File: src/rtl/track_cmd_gen.sv
// Track-step pulse generator: merges two debounced, auto-repeating buttons and a
// UART command stream into spaced one-cycle PREV/NEXT step pulses.
module track_cmd_gen #(
    parameter int unsigned DEBOUNCE_CYCLES = 500000,
    parameter int unsigned HOLD_CYCLES     = 50000000,
    parameter int unsigned REPEAT_CYCLES   = 20000000,
    parameter int unsigned GAP_CYCLES      = 500001
) (
    input  logic       CLK,
    input  logic       RST,
    input  logic       BTN_PREV,
    input  logic       BTN_NEXT,
    input  logic [7:0] CMD_DATA,
    input  logic       CMD_VALID,
    output logic       CMD_READY,
    output logic [2:0] PREV,
    output logic [2:0] NEXT
);

    localparam int unsigned HOLD_MAX = (HOLD_CYCLES > REPEAT_CYCLES) ? HOLD_CYCLES : REPEAT_CYCLES;
    localparam int unsigned DB_W     = $clog2(DEBOUNCE_CYCLES + 1);
    localparam int unsigned HOLD_W   = $clog2(HOLD_MAX + 1);
    localparam int unsigned GAP_W    = $clog2(GAP_CYCLES + 1);

    typedef enum logic [1:0] {
        S_IDLE,
        S_EMIT,
        S_GAP
    } state_e;

    state_e state_q, state_d;

    // Per-button vectors: bit 0 = PREV button, bit 1 = NEXT button.
    logic [1:0]        btn_raw;
    logic [1:0]        sync1_q, sync2_q;
    logic [1:0]        stable_q, stable_d;
    logic [1:0]        rep_q, rep_d;
    logic [1:0]        btn_evt;
    logic [DB_W-1:0]   db_cnt_q   [2];
    logic [DB_W-1:0]   db_cnt_d   [2];
    logic [HOLD_W-1:0] hold_cnt_q [2];
    logic [HOLD_W-1:0] hold_cnt_d [2];

    logic              slot_full_q, slot_full_d;
    logic              slot_prev_q, slot_prev_d;
    logic [2:0]        slot_step_q, slot_step_d;

    logic [GAP_W-1:0]  gap_cnt_q, gap_cnt_d;
    logic [2:0]        prev_q, prev_d;
    logic [2:0]        next_q, next_d;

    logic              cmd_accept;
    logic              cmd_hit;
    logic              cmd_prev;
    logic [2:0]        cmd_step;

    assign btn_raw = {BTN_NEXT, BTN_PREV};

    always_comb begin
        stable_d = stable_q;
        rep_d    = rep_q;
        btn_evt  = '0;
        for (int unsigned i = 0; i < 2; i++) begin
            db_cnt_d[i]   = '0;
            hold_cnt_d[i] = '0;
            if (sync2_q[i] != stable_q[i]) begin
                if (db_cnt_q[i] >= DB_W'(DEBOUNCE_CYCLES - 1)) begin
                    stable_d[i] = sync2_q[i];
                end else begin
                    db_cnt_d[i] = db_cnt_q[i] + 1'b1;
                end
            end
            if (stable_d[i] && !stable_q[i]) begin
                btn_evt[i] = 1'b1;
            end
            // Hold counter doubles as the repeat-period counter once rep_q is set.
            if (!stable_q[i]) begin
                rep_d[i] = 1'b0;
            end else begin
                hold_cnt_d[i] = (hold_cnt_q[i] == '1) ? hold_cnt_q[i] : hold_cnt_q[i] + 1'b1;
                if (hold_cnt_d[i] == HOLD_W'(rep_q[i] ? REPEAT_CYCLES : HOLD_CYCLES)) begin
                    btn_evt[i]    = 1'b1;
                    hold_cnt_d[i] = '0;
                    rep_d[i]      = 1'b1;
                end
            end
        end
    end

    always_comb begin
        cmd_hit  = 1'b0;
        cmd_prev = 1'b0;
        cmd_step = 3'd0;
        case (CMD_DATA)
            8'h70: begin cmd_hit = 1'b1; cmd_prev = 1'b1; cmd_step = 3'd1; end
            8'h6E: begin cmd_hit = 1'b1; cmd_prev = 1'b0; cmd_step = 3'd1; end
            8'h3C: begin cmd_hit = 1'b1; cmd_prev = 1'b1; cmd_step = 3'd4; end
            8'h3E: begin cmd_hit = 1'b1; cmd_prev = 1'b0; cmd_step = 3'd4; end
            default: ;
        endcase
        CMD_READY  = !slot_full_q && (btn_evt == 2'b00);
        cmd_accept = CMD_VALID && CMD_READY;
    end

    always_comb begin
        slot_full_d = slot_full_q;
        slot_prev_d = slot_prev_q;
        slot_step_d = slot_step_q;
        if (state_q == S_EMIT) begin
            slot_full_d = 1'b0;
        end else if (!slot_full_q) begin
            if (btn_evt[0]) begin
                slot_full_d = 1'b1;
                slot_prev_d = 1'b1;
                slot_step_d = 3'd1;
            end else if (btn_evt[1]) begin
                slot_full_d = 1'b1;
                slot_prev_d = 1'b0;
                slot_step_d = 3'd1;
            end else if (cmd_accept && cmd_hit) begin
                slot_full_d = 1'b1;
                slot_prev_d = cmd_prev;
                slot_step_d = cmd_step;
            end
        end
    end

    // FSM next-state
    always_comb begin
        state_d   = state_q;
        gap_cnt_d = '0;
        case (state_q)
            S_IDLE: begin
                if (slot_full_q) begin
                    state_d = S_EMIT;
                end
            end
            S_EMIT: begin
                state_d = S_GAP;
            end
            S_GAP: begin
                if (gap_cnt_q >= GAP_W'(GAP_CYCLES - 1)) begin
                    state_d = S_IDLE;
                end else begin
                    gap_cnt_d = gap_cnt_q + 1'b1;
                end
            end
            default: state_d = S_IDLE;
        endcase
    end

    // FSM outputs
    always_comb begin
        prev_d = 3'd0;
        next_d = 3'd0;
        if (state_q == S_EMIT) begin
            if (slot_prev_q) begin
                prev_d = slot_step_q;
            end else begin
                next_d = slot_step_q;
            end
        end
    end

    // FSM state register and all other flops
    always_ff @(posedge CLK) begin
        if (RST) begin
            state_q     <= S_IDLE;
            sync1_q     <= '0;
            sync2_q     <= '0;
            stable_q    <= '0;
            rep_q       <= '0;
            db_cnt_q    <= '{default: '0};
            hold_cnt_q  <= '{default: '0};
            slot_full_q <= 1'b0;
            slot_prev_q <= 1'b0;
            slot_step_q <= 3'd0;
            gap_cnt_q   <= '0;
            prev_q      <= 3'd0;
            next_q      <= 3'd0;
        end else begin
            state_q     <= state_d;
            sync1_q     <= btn_raw;
            sync2_q     <= sync1_q;
            stable_q    <= stable_d;
            rep_q       <= rep_d;
            db_cnt_q    <= db_cnt_d;
            hold_cnt_q  <= hold_cnt_d;
            slot_full_q <= slot_full_d;
            slot_prev_q <= slot_prev_d;
            slot_step_q <= slot_step_d;
            gap_cnt_q   <= gap_cnt_d;
            prev_q      <= prev_d;
            next_q      <= next_d;
        end
    end

    assign PREV = prev_q;
    assign NEXT = next_q;

endmodule

File: config.mk
export PLATFORM = sky130hd
export DESIGN_NAME = track_cmd_gen
export DESIGN_NICKNAME = d
export VERILOG_FILES = /design/src/rtl/track_cmd_gen.sv
export SDC_FILE = /design/constraint.sdc
export NUM_CORES = 1
export LEC_CHECK = 0
export ABC_AREA = 1
export BUFFER_PORTS_ARGS = -buffer_cell sky130_fd_sc_hd__buf_2
export CORE_UTILIZATION = 36
export DETAILED_ROUTE_END_ITERATION = 16
export PLACE_DENSITY = 0.63
export RECOVER_POWER = 50
export SYNTH_ARGS = -nofsm -noshare
export SYNTH_HDL_FRONTEND = slang
export SYNTH_SLANG_ARGS = --single-unit
File: constraint.sdc
create_clock -name CLK -period 2.6 [get_ports CLK]
set_input_delay 0.13 -clock CLK [delete_from_list [all_inputs] [get_ports CLK]]
set_output_delay 0.13 -clock CLK [all_outputs]
set_load 0.05 [all_outputs]
==> summary.md, run 1 <==
| Metric | Value |
|---|---|
| Data arrival time of the worst path | 2.62 ns |
| Share of power burned in combinational logic | 0.010 |
| GRT overflow | 0 |
| Maximum VDD drop | 0.0004831 V |
| Fraction of power consumed by the clock network | 0.563 |
| Buffers and inverters on the worst path | 4 |
| Sequential group share of total power | 0.427 |
| Worst Hold Depth | 2 |
| Via density | 4.934 |
| Achievable frequency | 363.0 MHz |
| Synth unique cells | 40 |
| CTS tree | built |
| Starting DRT DRC Count | 460 |
| Share of total power consumed by net switching | 0.2026 |
| Detailed-placement wirelength estimate | 12090 um |
| Met2 wire length | 8351 um |
| Beginning of the worst register-to-register path | hold_cnt_q[1]$_SDFF_PP0_ |
| Top Metal Used | met4 |
| Nets@finish | 1164 |
| Initial standard-cell utilization of the core | 0.3684 |
| Via total after detailed routing | 6868 |
| X dimension of the die | 140.4 um |
| Switching component of the power | 0.9247 mW |
| All-Layer GR Usage | 0.1842 |
| Reg2Reg Depth | 19 |
| Slack of the worst reg-to-reg path | 0.11 ns |
| Final slew viol count | 0 |
| Logic depth of the worst setup path including buffers | 16 |
| Final standard cell count with taps included and fillers excluded | 1392 |
| Post-placement cell count | 1330 |
| CTS sink cnt | 127 |
| Largest driver fanout on the critical path | 8 |
| Element type at the critical path end | output pin |
| Launch point of the critical path | hold_cnt_q[1]$_SDFF_PP0_ |
| Pre-antenna DRT Iters | 4 |
| Number of top-level pins | 20 |
| Root buffer selected by CTS | sky130_fd_sc_hd__clkbuf_16 |
| Final Instance Area | 8795 um^2 |
| Period minus WS final | 2.755 ns |
| Filler cell count | 1849 |
| Wire length of the first global-routing pass | 29280 um |
| Fraction of layout cells with a size suffix above 1 | 0.2297 |
| DP Area | 7447 um^2 |
| Normalized max-slew margin | 0.6055 |
| Total clock buffers created by CTS | 17 |
| CTS Buffer Depth | 2 |
| Die area | 19700 um^2 |
| Layout overhead on the synthesized area | 27.61% |
| Worst min-delay path class | in -> reg |
| Port-buffer cells | 17 |
| Gate count of the mapped netlist | 1063 |
| Source-to-sink clock delay at the later pin of the worst-skew pair | 0.42 ns |
| Met1 layer wirelength in the final routing | 8179 um |
| Total count of hold-check failures in the final report | 0 |
| Portion of the post-synthesis area used by sequential elements | 0.3689 |
| Syn Std Cell Area | 6892 um^2 |
| Total internal power | 3.640 mW |
| Height of the die | 140.4 um |
| Number of global-route vias before repair | 6442 |
| Commonest non-fill, non-tap cell in the layout | sky130_fd_sc_hd__nand2_1 |
| Kind of cell adding the most delay to the critical path | simple AND/OR/NAND/NOR gates |
| Period utilisation layout | 1.060 |
| Worst setup skew after layout | 0.006674 ns |
| Commonest non-fill, non-tap cells in the layout | 241 x sky130_fd_sc_hd__nand2_1, 173 x sky130_fd_sc_hd__nor2_1, 118 x sky130_fd_sc_hd__inv_1, 89 x sky130_fd_sc_hd__dfxtp_1, 73 x sky130_fd_sc_hd__nand3_1 |
| Post-CTS clock slew at the launch and capture registers of the worst setup and hold paths | 0.06 ns |
| Type of the worst setup path | reg -> out |
| Met3 WL | 765 um |
| Slowest CP cell | sky130_fd_sc_hd__dfxtp_4 |
| Avg WL per Cell | 12.80 um |
| Violated checks | setup timing |
| # rows | 50 |
| Remaining routing DRC violations | 0 |
| Slew at the pin closest to its max-slew limit | 0.5943 ns |
| Ordered list of cells on the worst path | ha_4 > inv_4 > nor2_4 > nand2_4 > nor2_8 > nand2_8 > buf_4 > nand2_1 > inv_1 > nand2_1 > nand3_1 > o21ai_2 > nand2_2 > nand2_2 > nor2_4 > buf_8 |
| Stage delay of the slowest cell on the critical path | 0.36 ns |
| Total power per unit cell area | 519.0 nW/um^2 |
| Req. time, crit path | 2.47 ns |
| Antenna Cells | 0 |
| DRT Wirelength | 17820 um |
| Capturing point of the worst reg2reg path | slot_step_q[2]$_SDFFE_PP0P_ |
| Yosys synthesis warning count | 0 |
| Worst setup endpoint | CMD_READY |
| Synthesized area per cell | 6.483 um^2 |
| Crit start category | register |
| Total core area | 18710 um^2 |
| Post-route worst setup slack | -0.1550 ns |
| Largest net degree at the start of global routing | 27 |
| Antenna violations before repair | 0 |
| Final setup viols | 1 |
| Outcome | complete, but fails checks |
| Placer's final routability congestion estimate | 0.8945 |
| Flops & latches, synth | 127 |
| Static leakage | 3.337 nW |
| Unrepaired setup endpoints after global routing | true |
| Count of H-tree levels built during CTS | 4 |
| Antenna-violating nets left | 0 |
| Maximum capacitance violations | 0 |
[metrics by stage]
stage          setup slack [ns]    util  hold WS [ns]  TNS (ns)  total power [mW]
2_1_floorplan           0.08979       -        0.2370         0             2.024
3_3_place_gp            0.09356  0.3981        0.3382         0             2.038
3_5_place_dp            0.03363  0.3981        0.3456         0             2.039
4_1_cts                 -0.1127  0.4515       0.03004   -0.1127             4.604
5_1_grt                 -0.2848  0.4702       0.04220   -0.5467             4.696
6_report                -0.1550  0.4702       0.03889   -0.1550             4.565
[cells by family (layout without fill, tap and decap cells)]
family | after synthesis | in the layout | share of synthesized area
AND/OR/NAND/NOR | 663 | 666 | 0.4167
buffers and inverters | 145 | 236 | 0.08442
flip-flops | 127 | 127 | 0.3689
AO/OA/AOI/OAI | 76 | 76 | 0.06137
XOR/XNOR | 45 | 45 | 0.05719
adder cells (fa/ha/maj) | 6 | 6 | 0.01089
other | 1 | 2 | 0.0005441
[synth_stat cells]
master / instances / area share
sky130_fd_sc_hd__buf_6: 2 / 0.0033
sky130_fd_sc_hd__a211oi_1: 2 / 0.0022
sky130_fd_sc_hd__and2_1: 1 / 0.00091
sky130_fd_sc_hd__nand3_4: 1 / 0.0025
sky130_fd_sc_hd__a2111oi_0: 2 / 0.0025
sky130_fd_sc_hd__dfxtp_1: 127 / 0.37
sky130_fd_sc_hd__nor2_4: 2 / 0.0033
sky130_fd_sc_hd__nand2_1: 275 / 0.15
sky130_fd_sc_hd__a211o_1: 1 / 0.0013
sky130_fd_sc_hd__nand3_1: 79 / 0.057
sky130_fd_sc_hd__clkbuf_1: 7 / 0.0038
sky130_fd_sc_hd__inv_1: 124 / 0.068
sky130_fd_sc_hd__o31ai_1: 2 / 0.0022
sky130_fd_sc_hd__o21a_1: 1 / 0.0011
sky130_fd_sc_hd__nor2_8: 1 / 0.0029
sky130_fd_sc_hd__ha_1: 6 / 0.011
sky130_fd_sc_hd__nor3b_1: 4 / 0.0044
sky130_fd_sc_hd__nor2_1: 209 / 0.11
sky130_fd_sc_hd__nand3_2: 2 / 0.0029
sky130_fd_sc_hd__o21ai_2: 1 / 0.0013
sky130_fd_sc_hd__a31oi_1: 4 / 0.0036
sky130_fd_sc_hd__a21o_1: 1 / 0.0011
sky130_fd_sc_hd__o21ai_0: 10 / 0.0073
sky130_fd_sc_hd__xor2_1: 28 / 0.036
sky130_fd_sc_hd__conb_1: 1 / 0.00054
sky130_fd_sc_hd__inv_2: 2 / 0.0011
sky130_fd_sc_hd__nand2_2: 7 / 0.0064
sky130_fd_sc_hd__buf_4: 4 / 0.0044
sky130_fd_sc_hd__nor3_1: 30 / 0.022
sky130_fd_sc_hd__nor2_2: 4 / 0.0036
sky130_fd_sc_hd__nand2_4: 3 / 0.0049
sky130_fd_sc_hd__nand3b_1: 5 / 0.0054
sky130_fd_sc_hd__or2_2: 8 / 0.0073
sky130_fd_sc_hd__a21oi_1: 49 / 0.036
sky130_fd_sc_hd__nor4b_1: 1 / 0.0013
sky130_fd_sc_hd__xnor2_1: 17 / 0.022
sky130_fd_sc_hd__nand4_1: 22 / 0.020
sky130_fd_sc_hd__nor4_1: 9 / 0.0082
sky130_fd_sc_hd__buf_2: 6 / 0.0044
sky130_fd_sc_hd__o21bai_1: 3 / 0.0033
[final cells by class]
| cell class | count | area, um^2 | share of cell area |
|---|---|---|---|
| Multi-Input combinational cell | 795 | 4179 | 0.4752 |
| Sequential cell | 127 | 2597 | 0.2953 |
| Timing Repair Buffer | 78 | 613.1 | 0.06971 |
| Inverter | 126 | 479.2 | 0.05449 |
| Clock buffer | 22 | 474.2 | 0.05392 |
| Tap cell | 234 | 292.8 | 0.03329 |
| Clock inverter | 10 | 158.9 | 0.01807 |
[how the worst min path moves through the flow]
stage,start,end,slack (ns)
3_3_place_gp,BTN_NEXT,sync1_q[1]$_SDFF_PP0_,0.34
5_1_grt,RST,stable_q[0]$_SDFF_PP0_,0.04
4_1_cts,RST,stable_q[0]$_SDFF_PP0_,0.03
6_report,RST,stable_q[0]$_SDFF_PP0_,0.04
2_1_floorplan,BTN_PREV,sync1_q[0]$_SDFF_PP0_,0.24
3_5_place_dp,BTN_NEXT,sync1_q[1]$_SDFF_PP0_,0.35
[layer usage]
| layer | global-route usage | up-vias |
|---|---|---|
| li1 | - | 3532 |
| met1 | 0.2342 | 3124 |
| met2 | 0.3000 | 165 |
| met3 | 0.03829 | 47 |
| met4 | 0.08213 | 0 |
| met5 | 0 | - |
[timing repair]
action / CTS / global route
pin swaps: 29 / 40
setup buffers: 18 / 6
hold endpoints to repair: 2 / 0
hold buffers: 2 / 0
setup endpoints to repair: 1 / 6
gates resized for setup: 70 / 100
cloned: 3 / 1
[power groups by stage]
stage / Clock, mW / Combinational (mW) / Sequential (mW)
6_report: 2.57 / 0.0445 / 1.95
5_1_grt: 2.70 / 0.0502 / 1.95
4_1_cts: 2.61 / 0.0450 / 1.95
3_5_place_dp: 0 / 0.0425 / 2.00
3_3_place_gp: 0 / 0.0419 / 2.00
2_1_floorplan: 0 / 0.0282 / 2.00
[state kept, by name, indices dropped and copies added (netlist names)]
register,count
PREV,2
slot_full_q,1
slot_prev_q,1
rep_q,2
db_cnt_q,38
hold_cnt_q,52
slot_step_q,2
state_q,2
sync1_q,2
sync2_q,2
stable_q,2
NEXT,2
gap_cnt_q,19
(Power assumes the default switching activity.)
==> run 2, diff against run 1 <==
--- a/config.mk
+++ b/config.mk
@@ -7,8 +7,10 @@
 export LEC_CHECK = 0
 export ABC_AREA = 1
 export BUFFER_PORTS_ARGS = -buffer_cell sky130_fd_sc_hd__buf_2
+export CORE_ASPECT_RATIO = 0.6
 export CORE_UTILIZATION = 36
 export DETAILED_ROUTE_END_ITERATION = 16
+export HOLD_SLACK_MARGIN = 0.06
 export PLACE_DENSITY = 0.63
 export RECOVER_POWER = 50
 export SYNTH_ARGS = -nofsm -noshare
==> run 2 against run 1 <==
Against the previous run: critical path depth up 2; maximum frequency rose by 2.2%; the run still ends with setup timing left; critical path type unchanged; final cell count grew 2.3%; largest cell class unchanged; largest power group unchanged; clock skew rose by 0.0013 ns; first-iteration DRC count increased by 47%; setup slack improved by 0.059 ns; die area about the same; cell area up 4.4%; routed wire length rose by 9.9%.
==> summary.md, run 2 (synthesis gave the netlist of run 1 again) <==
| Metric | Value |
|---|---|
| DP Area | 7525 um^2 (+1.0%) |
| Switching component of the power | 1.000 mW (+8.2%) |
| Source-to-sink clock delay at the later pin of the worst-skew pair | 0.42 ns (about the same) |
| Remaining routing DRC violations | 0 (unchanged) |
| Beginning of the worst register-to-register path | hold_cnt_q[0]$_SDFF_PP0_ |
| Total count of hold-check failures in the final report | 0 (unchanged) |
| Antenna violations before repair | 0 (unchanged) |
| Slowest CP cell | sky130_fd_sc_hd__dfxtp_2 |
| Fraction of power consumed by the clock network | 0.539 (-0.024) |
| Maximum capacitance violations | 0 (unchanged) |
| Unrepaired setup endpoints after global routing | true |
| Final setup viols | 4 (+3) |
| Top Metal Used | met4 |
| Slew at the pin closest to its max-slew limit | 0.5989 ns (+0.004601 ns) |
| Biggest registers after layout | hold_cnt_q x52, db_cnt_q x38, gap_cnt_q x19 |
| Commonest non-fill, non-tap cells in the layout | 229 x sky130_fd_sc_hd__nand2_1, 164 x sky130_fd_sc_hd__nor2_1, 121 x sky130_fd_sc_hd__inv_1, 83 x sky130_fd_sc_hd__dfxtp_1, 69 x sky130_fd_sc_hd__nand3_1 |
| Final Instance Area | 9184 um^2 (+4.4%) |
| Largest net degree at the start of global routing | 27 (unchanged) |
| Static leakage | 3.533 nW (+5.9%) |
| Commonest non-fill, non-tap cell in the layout | sky130_fd_sc_hd__nand2_1 |
| Post-route worst setup slack | -0.09644 ns (+0.05854 ns) |
| X dimension of the die | 180.6 um (+29%) |
| Wire length of the first global-routing pass | 31350 um (+7.0%) |
| Type of the worst setup path | reg -> out |
| Ordered list of cells on the worst path | ha_4 > inv_2 > nor2_2 > nand2_2 > nor2_4 > nand2_4 > buf_12 > nand4_1 > nand3b_1 > nor2_2 > nand2_1 > nor2_2 > nand2_2 > nand2_2 > nand2_2 > nand2_2 > nor2_2 > buf_6 |
| Worst setup skew after layout | 0.007924 ns (+0.001250 ns) |
| CTS sink cnt | 127 (unchanged) |
| Maximum VDD drop | 0.0004278 V (-11%) |
| Sequential group share of total power | 0.450 (+0.023) |
| Largest driver fanout on the critical path | 8 (unchanged) |
| Worst setup endpoint | CMD_READY |
| Violated checks | setup timing |
| Register with the most flip-flops | hold_cnt_q |
| Largest register FFs | 52 (unchanged) |
| Detailed-placement wirelength estimate | 13630 um (+13%) |
| Outcome | complete, but fails checks |
| Total internal power | 3.309 mW (-9.1%) |
| Placer's final routability congestion estimate | 1.007 (+13%) |
| Total core area | 18400 um^2 (-1.6%) |
| Antenna Cells | 0 (unchanged) |
| Layout overhead on the synthesized area | 33.26% |
| Stage delay of the slowest cell on the critical path | 0.36 ns (about the same) |
| Nets@finish | 1190 (+2.2%) |
| Antenna-violating nets left | 0 (unchanged) |
| Element type at the critical path end | output pin |
| Period utilisation layout | 1.037 (-0.02252) |
| Root buffer selected by CTS | sky130_fd_sc_hd__clkbuf_16 |
| Via density | 4.887 (-0.95%) |
| Number of global-route vias before repair | 6279 (-2.5%) |
| Met3 WL | 1645 um (+120%) |
| Die area | 19720 um^2 (about the same) |
| Total power | 4.309 mW (-5.6%) |
| Achievable frequency | 370.9 MHz (+2.2%) |
| CTS tree | built |
| Slack of the worst reg-to-reg path | -0.07 ns (-0.18 ns) |
| Number of top-level pins | 20 (unchanged) |
| Avg WL per Cell | 13.75 um (+7.4%) |
| Count of H-tree levels built during CTS | 4 (unchanged) |
| Post-Route Setup TNS | -0.2462 ns (-0.09127 ns) |
| Final slew viol count | 0 (unchanged) |
| Fraction of layout cells with a size suffix above 1 | 0.2728 (+0.04310) |
| Initial standard-cell utilization of the core | 0.3745 (+0.006113) |
| CTS Buffer Depth | 2 (unchanged) |
| DRT Wirelength | 19580 um (+9.9%) |
| Req. time, crit path | 2.47 ns (about the same) |
| Worst min-delay path class | in -> reg |
| Via total after detailed routing | 6959 (+1.3%) |
| Share of total power consumed by net switching | 0.2321 (+0.02954) |
| Normalized max-slew margin | 0.6025 (-0.003054) |
| CP dominant cell by count | sky130_fd_sc_hd__nand2_2 |
| Data arrival time of the worst path | 2.57 ns (-0.05 ns) |
| Period minus WS final | 2.696 ns (-0.05854 ns) |
| Starting DRT DRC Count | 676 (+47%) |
| Worst-case setup slack after placement | 0.07937 ns (+0.04574 ns) |
| Height of the die | 109.2 um (-22%) |
| # rows | 38 (-24%) |
| Post-CTS clock slew at the launch and capture registers of the worst setup and hold paths | 0.06 ns (about the same) |
| Crit start category | register |
| Capturing point of the worst reg2reg path | slot_step_q[2]$_SDFFE_PP0P_ |
| Worst Hold Depth | 6 (+4) |
| All-Layer GR Usage | 0.2040 (+0.01979) |
| Launch point of the critical path | hold_cnt_q[26]$_SDFF_PP0_ |
| Port-buffer cells | 17 (unchanged) |
| GRT overflow | 0 (unchanged) |
| Met2 wire length | 7394 um (-11%) |
| Total power per unit cell area | 469.2 nW/um^2 (-9.6%) |
| Pre-antenna DRT Iters | 5 (+1) |
| Met1 layer wirelength in the final routing | 10400 um (+27%) |
| Reg2Reg Depth | 25 (+6) |
| Share of power burned in combinational logic | 0.011 (about the same) |
| Total clock buffers created by CTS | 17 (unchanged) |
## run 2: cell types whose count changed in the layout (fill, tap and decap cells not counted), sizes merged, moves of 3 or more
cell | before | now
buf | 68 | 93
inv | 125 | 131
bufinv | 4 | 1
clkinv | 4 | 7
nand2 | 288 | 285
## run 2: worst min-delay path by stage
stage	start	to	slack, ns
after floorplan	BTN_PREV	sync1_q[0]$_SDFF_PP0_	0.24
after global placement	BTN_NEXT	sync1_q[1]$_SDFF_PP0_	0.34
after detailed placement	BTN_NEXT	sync1_q[1]$_SDFF_PP0_	0.34
after CTS	CMD_VALID	slot_full_q$_SDFF_PP0_	0.22
after global routing	CMD_VALID	slot_step_q[0]$_SDFFE_PP0P_	0.26
final	CMD_VALID	slot_step_q[0]$_SDFFE_PP0P_	0.23
## run 2: area by class of cell
class	instances	area, um^2
inverter	126	475.5
clock buffer	18	439.2
fill	1794	9216
sequential	127	2630
multi-input combinational	792	4308
tap	240	300.3
timing repair buffer	107	899.6
clock inverter	14	131.4
## run 2: critical path: cells and delay by family, from the launching register on
kind / cells / cell delay, ns
simple gates: 14 / 1.30
flops: 1 / 0.36
fa+ha+maj: 1 / 0.15
buf+inv: 3 / 0.36
## run 2: stage by stage
step	utilization	hold slack (ns)	instances
floorplan	-	0.2370	1064
global placement	0.4089	0.3405	1342
detailed placement	0.4089	0.3442	1342
CTS	0.4750	0.2206	1405
global route	0.4991	0.2588	1424
finish	0.4991	0.2329	1424
## run 2: layer usage
| layer | global-route usage | vias to the layer above |
|---|---|---|
| met2 | 0.2772 | 216 |
| met3 | 0.05611 | 13 |
| met4 | 0.04701 | 0 |
| met1 | 0.3097 | 3155 |
| li1 | - | 3575 |
| met5 | 0 | - |
## run 2: repair_timing
| item | CTS | global route |
|---|---|---|
| hold buffers | 4 | 0 |
| pin swaps | 51 | 42 |
| setup buffers | 27 | 18 |
| endpoints found under the setup margin | 1 | 33 |
| hold endpoints to repair | 8 | 0 |
| gates resized for setup | 134 | 89 |
| gates cloned | 0 | 2 |
## run 2: power groups by stage
stage                     combinational, mW  sequential, mW  clock (mW)
after CTS                            0.0482            1.95        2.36
final                                0.0477            1.94        2.32
after global placement               0.0429            2.00           0
after global routing                 0.0538            1.94        2.47
after floorplan                      0.0282            2.00           0
after detailed placement             0.0433            2.00           0
